<file path="src/rtl/lcd_pattern_engine.sv">
// Full-screen test-pattern source for the SPI LCD path: CASET/RASET/RAMWR window header, then RGB565 pixels.
// Optional build macro LCD_PATTERN_CHECKER_EN blacks out alternate 16x16 tiles (checkerboard).
module lcd_pattern_engine #(
  parameter int H_RES        = 240,
  parameter int V_RES        = 320,
  parameter int NUM_PATTERNS = 8,
  parameter int DWELL_CYCLES = 150000000
) (
  input  logic       clk_50MHz,
  input  logic       rst_n,
  input  logic       init_done,
  input  logic       wr_done,
  input  logic       pause,
  input  logic       next_req,
  output logic [8:0] data,
  output logic       en_write,
  output logic [2:0] pattern_id,
  output logic       frame_done
);

  typedef enum logic [1:0] {IDLE, WIN, PIX, FEND} state_t;

  localparam logic [11:0] H_LAST     = 12'(H_RES - 1);
  localparam logic [11:0] V_LAST     = 12'(V_RES - 1);
  localparam logic [2:0]  PAT_LAST   = 3'(NUM_PATTERNS - 1);
  localparam int          DW         = (DWELL_CYCLES > 1) ? $clog2(DWELL_CYCLES) : 1;
  localparam logic [DW-1:0] DWELL_LAST = DW'(DWELL_CYCLES - 1);

  state_t        state, state_nx;
  logic [3:0]    win_cnt;
  logic [11:0]   x_cnt, y_cnt;
  logic          lo_byte;
  logic [DW-1:0] dwell_cnt;
  logic          pending;

  logic          accept, last_pix_byte;
  logic          timer_run, timer_wrap, advance_req;
  logic [8:0]    win_byte;
  logic [15:0]   colour, pixel;

  assign accept        = en_write & wr_done;
  assign last_pix_byte = lo_byte && (x_cnt == H_LAST) && (y_cnt == V_LAST);
  assign timer_run     = (state != IDLE) && !pause;
  assign timer_wrap    = timer_run && (dwell_cnt == DWELL_LAST);
  assign advance_req   = timer_wrap | next_req;

  always_comb begin
    case (win_cnt)
      4'd0:    win_byte = 9'h02A;
      4'd3:    win_byte = {5'b1_0000, H_LAST[11:8]};
      4'd4:    win_byte = {1'b1, H_LAST[7:0]};
      4'd5:    win_byte = 9'h02B;
      4'd8:    win_byte = {5'b1_0000, V_LAST[11:8]};
      4'd9:    win_byte = {1'b1, V_LAST[7:0]};
      4'd10:   win_byte = 9'h02C;
      default: win_byte = 9'h100;
    endcase
  end

  always_comb begin
    case (pattern_id)
      3'd0:    colour = 16'hF800;
      3'd1:    colour = 16'h07E0;
      3'd2:    colour = 16'h001F;
      3'd3:    colour = 16'hFFE0;
      3'd4:    colour = 16'hFFFF;
      3'd5:    colour = 16'h07FF;
      3'd6:    colour = 16'h781F;
      default: colour = 16'hF81F;
    endcase
  end

`ifdef LCD_PATTERN_CHECKER_EN
  assign pixel = (x_cnt[4] ^ y_cnt[4]) ? 16'h0000 : colour;
`else
  assign pixel = colour;
`endif

  always_comb begin
    // NOTE: every output gets a default first so no path through the case infers a latch.
    state_nx   = state;
    en_write   = 1'b0;
    data       = 9'h000;
    frame_done = 1'b0;
    case (state)
      IDLE: if (init_done) state_nx = WIN;
      WIN: begin
        en_write = 1'b1;
        data     = win_byte;
        if (accept && win_cnt == 4'd10) state_nx = PIX;
      end
      PIX: begin
        en_write = 1'b1;
        data     = {1'b1, lo_byte ? pixel[7:0] : pixel[15:8]};
        if (accept && last_pix_byte) state_nx = FEND;
      end
      FEND: begin
        frame_done = 1'b1;
        state_nx   = WIN;
      end
      default: state_nx = IDLE;
    endcase
  end

  // NOTE: state registers use non-blocking assignments so every flop samples pre-edge values.
  always_ff @(posedge clk_50MHz or negedge rst_n) begin
    if (!rst_n) begin
      state      <= IDLE;
      win_cnt    <= '0;
      x_cnt      <= '0;
      y_cnt      <= '0;
      lo_byte    <= 1'b0;
      dwell_cnt  <= '0;
      pending    <= 1'b0;
      pattern_id <= '0;
    end else begin
      state <= state_nx;

      if (state == WIN && accept)
        win_cnt <= (win_cnt == 4'd10) ? 4'd0 : win_cnt + 4'd1;

      // Raster walk: x wraps at the line end and carries into y, so no divider is needed.
      if (state == PIX && accept) begin
        lo_byte <= ~lo_byte;
        if (lo_byte) begin
          if (x_cnt == H_LAST) begin
            x_cnt <= '0;
            y_cnt <= (y_cnt == V_LAST) ? 12'd0 : y_cnt + 12'd1;
          end else begin
            x_cnt <= x_cnt + 12'd1;
          end
        end
      end

      if (timer_run)
        dwell_cnt <= timer_wrap ? '0 : dwell_cnt + 1'b1;

      // Requests arriving in the frame-end cycle itself belong to the next frame.
      if (state == FEND) begin
        if (pending)
          pattern_id <= (pattern_id == PAT_LAST) ? 3'd0 : pattern_id + 3'd1;
        pending <= advance_req;
      end else if (advance_req) begin
        pending <= 1'b1;
      end
    end
  end

endmodule

</file>
<file path="config.mk">
export PLATFORM = sky130hd
export DESIGN_NAME = lcd_pattern_engine
export DESIGN_NICKNAME = d
export VERILOG_FILES = /design/src/rtl/lcd_pattern_engine.sv
export SDC_FILE = /design/constraint.sdc
export NUM_CORES = 1
export LEC_CHECK = 0
export CORE_MARGIN = 4
export CORE_UTILIZATION = 62
export CTS_BUF_LIST = sky130_fd_sc_hd__clkbuf_4 sky130_fd_sc_hd__clkbuf_8
export DETAILED_ROUTE_END_ITERATION = 16
export PLACE_DENSITY = 0.87
export SLEW_MARGIN = 5
export SYNTH_ARGS = -nofsm -noshare
export SYNTH_HDL_FRONTEND = slang
export SYNTH_SLANG_ARGS = --single-unit
export TNS_END_PERCENT = 10
</file>
<file path="constraint.sdc">
create_clock -name clk_50MHz -period 2.9 [get_ports clk_50MHz]
set_input_delay 0.29 -clock clk_50MHz [delete_from_list [all_inputs] [get_ports clk_50MHz]]
set_output_delay 0.29 -clock clk_50MHz [all_outputs]
set_load 0.01 [all_outputs]
</file>
# After elaboration in Yosys (flattened, before gate mapping)
# Index checks and enable logic that the tools add are counted.
# op_classes
add_sub_neg,5
eq_ne,21
n_mux,17
n_bitwise,3
n_reduce_logical,19
# op_table
operator,n
one-hot mux 16 bit (7 select lines),1
one-hot mux 9 bit (6 select lines),1
"adder 28 x 1 -> 28 bit, second input constant",1
"equality test 28 bit, second input constant",1
2-to-1 mux 28 bit,1
"adder 12 x 1 -> 12 bit, second input constant",2
2-to-1 mux 12 bit,2
one-hot mux 9 bit (2 select lines),1
"equality test 12 x 8 -> 1 bit, second input constant",1
"equality test 12 x 9 -> 1 bit, second input constant",1
"equality test 3 bit, second input constant",4
"equality test 4 bit, second input constant",3
"equality test 4 x 3 -> 1 bit, second input constant",2
logical AND 1 bit,8
2-to-1 mux 8 bit,1
one-hot mux 2 bit (4 select lines),1
"equality test 3 x 2 -> 1 bit, second input constant",2
2-to-1 mux 2 bit,3
"!= test 2 bit, second input constant",3
AND reduction 3 bit,2
"adder 4 x 1 -> 4 bit, second input constant",1
"equality test 2 bit, second input constant",2
zero test 4 bit,1
2-to-1 mux 1 bit,4
14 further kinds,16
# word_totals
regBits,63

# Depth between registers and ports, before layout
# depth
ltp_word,7
depth_mapped,9

# Least setup slack after synthesis
# OpenSTA, ideal clock, no wires.
# synth_timing
kind,flip-flop to flip-flop
from,register state[0]
to,register dwell_cnt[12]
t_arrival_ns,2.011
setup_slack_ns,0.768
path_stages_with_launch,8
path_buffers,0
period_less_slack_ns,2.132
cell_sequence,dfrtp_1 inv_1 ha_1 or3b_2 nor2_1 nand2_1 o21bai_1 a22o_1
# synth_via
elab_chain_cells,4
# synth_rtl
element,line,source
start: declaration,29,"state_t state, state_nx;"
start signal: assignment,117,state <= state_nx;
nonzero test 2 bit (*),43,assign timer_run = (state != IDLE) && !pause;
logical AND 1 bit (*),43,
logical AND 1 bit,44,assign timer_wrap = timer_run && (dwell_cnt == DWELL_LAST);
2-to-1 mux 28 bit,136,dwell_cnt <= timer_wrap ? '0 : dwell_cnt + 1'b1;
end signal: assignment,136,
end: declaration,33,logic [DW-1:0] dwell_cnt;
# Every way passes the cells marked *; elsewhere a longest branch is shown, timed or not.
# A chain may end at the register's enable or synchronous reset.

# Worst setup path in the final report
# layout_timing
from,register pattern_id[0]
to,output port data[0]
# layout_via
elab_chain_cells,4
elab_cells_between_ends,10
# layout_rtl
element,line,source
start: declaration,17,"output logic [2:0] pattern_id,"
start signal: assignment,141,pattern_id <= (pattern_id == PAT_LAST) ? 3'd0 : pattern_id + 3'd1;
"equality test 3 bit, or another cell as far along",61,case (pattern_id)
one-hot mux 16 bit (7 select lines) (*),61,
2-to-1 mux 8 bit (*),94,"data = {1'b1, lo_byte ? pixel[7:0] : pixel[15:8]};"
one-hot mux 9 bit (2 select lines) (*),85,case (state)
end: declaration,15,"output logic [8:0] data,"
# Marked as above.

==> metrics.txt <==
Finish-stage setup viols 0; Critical Path Max Stage Delay about 0.56 ns; area share of and/or/nand/nor cells after synthesis 25.92%; Starting Density a little under two thirds; fin worst setup slack about 0.17 ns; TNS Setup 0 ns; Final Util 71.60%; DRT Pass-1 Iters 4; clk_lat worst skew roughly 0.34 ns; slowest CP cell clkdlybuf4s50_1; largest net degree at the start of global routing between 60 and 70; Final #Nets between 400 and 500; layer with the highest usage met2; status complete, no violations; Power Internal roughly 1.9 mW; warnings from Yosys 0; Leakage roughly 1.8 nW; Final Skew between 0.007 and 0.008 ns; sw frac 35.40%; CTS Hold Bufs 0; Antenna Nets Post-Route 0; Yosys cell types 50; initial antenna violation count 0; multi-input logic area 0.001839 mm2; global-route wire length before repair 12,870 um; Fin. Hold Viols 0; post-synthesis mux area share 1.607%; Max Cap Viol 0; reg2reg path depth 5; minimum clock period around 2.7 ns; largest family of logic cells by synthesized area simple AND/OR/NAND/NOR gates; Sw Pwr 1.049 mW; CTS Sinks between 60 and 70; post-route DRC violation count 0; clk buf depth 2; die height around 83 um; met3 GRT Util ~7.1%; CP Class reg -> out; I/O pins 20; Post-CTS Repair Setup Buffers 0; Area contributors post-synth dfrtp_1 45%, xor2_1 5.0%, nand2_1 4.9%, ha_1 4.6%, xnor2_1 4.5%; routability cong. between 0.8 and 0.9; RSZ-0062 raised after global routing false; Synth Area in Compound Gates approximately a tenth; full die area ~0.0069 mm2; GRT Residual Overflow 0; Syn-to-layout area delta 12.50%; Max IR drop VDD around 0.00064 V; total CTS buffers 9; hpwl dp 4962 um; GRT met1 Usage around 28%; critical path endpoint category output pin; PortBufs 19; Mapped Area about 0.0035 mm2; crit path DAT 2.44 ns; filler instances ~390; Gate power share a little over a third; worst hold slack 0.1018 ns; Post-Synth XOR/XNOR Area 9.497%; Std-Cell Rows 27; Overall Global Routing Usage around 23%; ys async rst share 100.0%; GR Util met2 roughly two fifths; startpoint types register; top-area cell type share of the netlist area between 40 and 50%; register area about 0.0016 mm2; clk slew on worst S/H paths approximately 0.060 ns; Slew Viols, Final 0; CTS tree yes; pwr dens approximately 750 mW/mm2; f_max between 300 and 400 MHz; initial DRC count ~200; routed length per instance around 15 um; Synth top cells by count 63 x dfrtp_1, 46 x nand2_1, 34 x nor2_1; Chip Width approximately 83 um; crit share post-route approximately 94%; core area 0.005507 mm2; number of global-route vias before repair between 2,000 and 3,000; Seq/Total Area, Yosys roughly 45%; drt via density between 5 and 6; proportion of layout cells with a drive suffix above 1 7.519%; Reg2Reg Setup Slack about 0.56 ns; H-tree level count 3; Crit Path Max Fanout 7; Yosys top cell by area dfrtp_1; critical path, cell by cell inv_1 -> ha_1 -> a21o_1 -> o311ai_2 -> o211ai_1 -> a21boi_0 -> clkdlybuf4s50_1; routed vias 2,806; WP data required about 2.6 ns; Place WS 0.2381 ns; Relative slew margins between 40% and 50%; most numerous cell in the Yosys netlist dfrtp_1; Worst-Margin Slew 0.7588 ns; Yosys reg bits 63; total wire length around 7200 um; Post-Synth Adder-Cell Area 4.641%; worst min path class in -> async; Reg power frac about two fifths; Ant. Diodes 0; number of synthesized flops with an enable pin 0; Cells after Synth around 370; synthesized area per cell 9.371 um2; Root Buffer clkbuf_8; Mapped Nets a little under 400; dominant synthesized flop cell dfrtp_1; share of power burned in the clock network between 20% and 30%
==> cell families after synthesis <==
family,count (synthesis)
simple gates,173
buf+inv,25
flops,63
mux,5
xor+xnor,38
fa+ha+maj,13
compound gates,57
==> cell usage in the layout (no fill, tap or decap), types with 2 or more instances in the layout <==
| cell | count |
|---|---|
| nor3_1 | 10 |
| and3_1 | 8 |
| clkbuf_8 | 11 |
| a22o_1 | 2 |
| nand4_1 | 14 |
| inv_1 | 14 |
| nor4b_1 | 2 |
| a21o_1 | 3 |
| nand2_1 | 46 |
| xor2_1 | 20 |
| or3_1 | 3 |
| nor4_1 | 3 |
| a21boi_0 | 7 |
| o21ai_0 | 22 |
| a21oi_1 | 5 |
| dfrtp_1 | 61 |
| mux2i_1 | 3 |
| nor2b_1 | 5 |
| o21bai_1 | 3 |
| nor2_1 | 34 |
| xnor2_1 | 18 |
| o21a_1 | 2 |
| nand2b_1 | 4 |
| dfrtp_2 | 2 |
| a21boi_1 | 2 |
| and2_1 | 5 |
| or4_4 | 2 |
| ha_1 | 13 |
| buf_4 | 3 |
| nand3_1 | 22 |
| o211ai_1 | 2 |
| and4_1 | 5 |
| clkdlybuf4s50_1 | 17 |
| clkbuf_4 | 2 |
| o31ai_1 | 3 |
==> per-layer routing <==
metal / vias up / wire length [um]
li1: 1344 / -
met1: 1387 / 3313
met2: 64 / 3425
met3: 11 / 348
met4: 0 / 119
met5: - / 0
==> critical path: cells and delay by family (launching register included) <==
family	cells	cell delay, ns
compound gates	4	0.81
flops	1	0.43
fa+ha+maj	1	0.20
buf+inv	2	0.66
==> power by group through the flow <==
stage	Clock [mW]	Sequential, mW	Combinational [mW]
floorplan	0	1.14	0.717
global placement	0	1.19	1.01
detailed placement	0	1.20	1.04
CTS	0.691	1.20	1.06
global route	0.737	1.23	1.20
finish	0.685	1.20	1.08
==> flip-flops by register name (all words and copies together), names as in the netlist <==
name and flops:
dwell_cnt 28, lo_byte 1, pattern_id 3, pending 1
state 2, win_cnt 4, x_cnt 12, y_cnt 12
==> cell type report <==
type                    count  share of cell area, %
clock buffers              13                  4.221
clock inverters             1                 0.1269
inverters                  14                  1.333
multi-input cells         286                  46.65
flip-flops and latches     63                  40.05
well taps                  72                  2.285
repair buffers             22                  5.332
==> through the flow <==
step	area (um2)	std cells	power, mW
final	3943	471	2.964
after global routing	3943	471	3.173
after CTS	3931	471	2.949
after detailed placement	3759	457	2.247
after global placement	3759	457	2.200
after floorplan	3505	374	1.856
==> worst paths after layout <==
path                                 endpoint     startpoint
max in group asynchronous       pattern_id[0]          rst_n
worst max register to register       state[1]       x_cnt[4]
worst min-delay path             dwell_cnt[6]          rst_n
worst max-delay path                  data[0]  pattern_id[0]
min in group clk_50MHz               y_cnt[4]       y_cnt[4]
worst min register to register       y_cnt[4]       y_cnt[4]
==> timing repair <==
item                       4_1_cts  5_1_grt
pin swaps                        0        1
setup endpoints to repair        5        5
hold endpoints to repair         0        0
cloned                           0        0
resized for setup                2        5
Power figures use the tool's default switching activity.
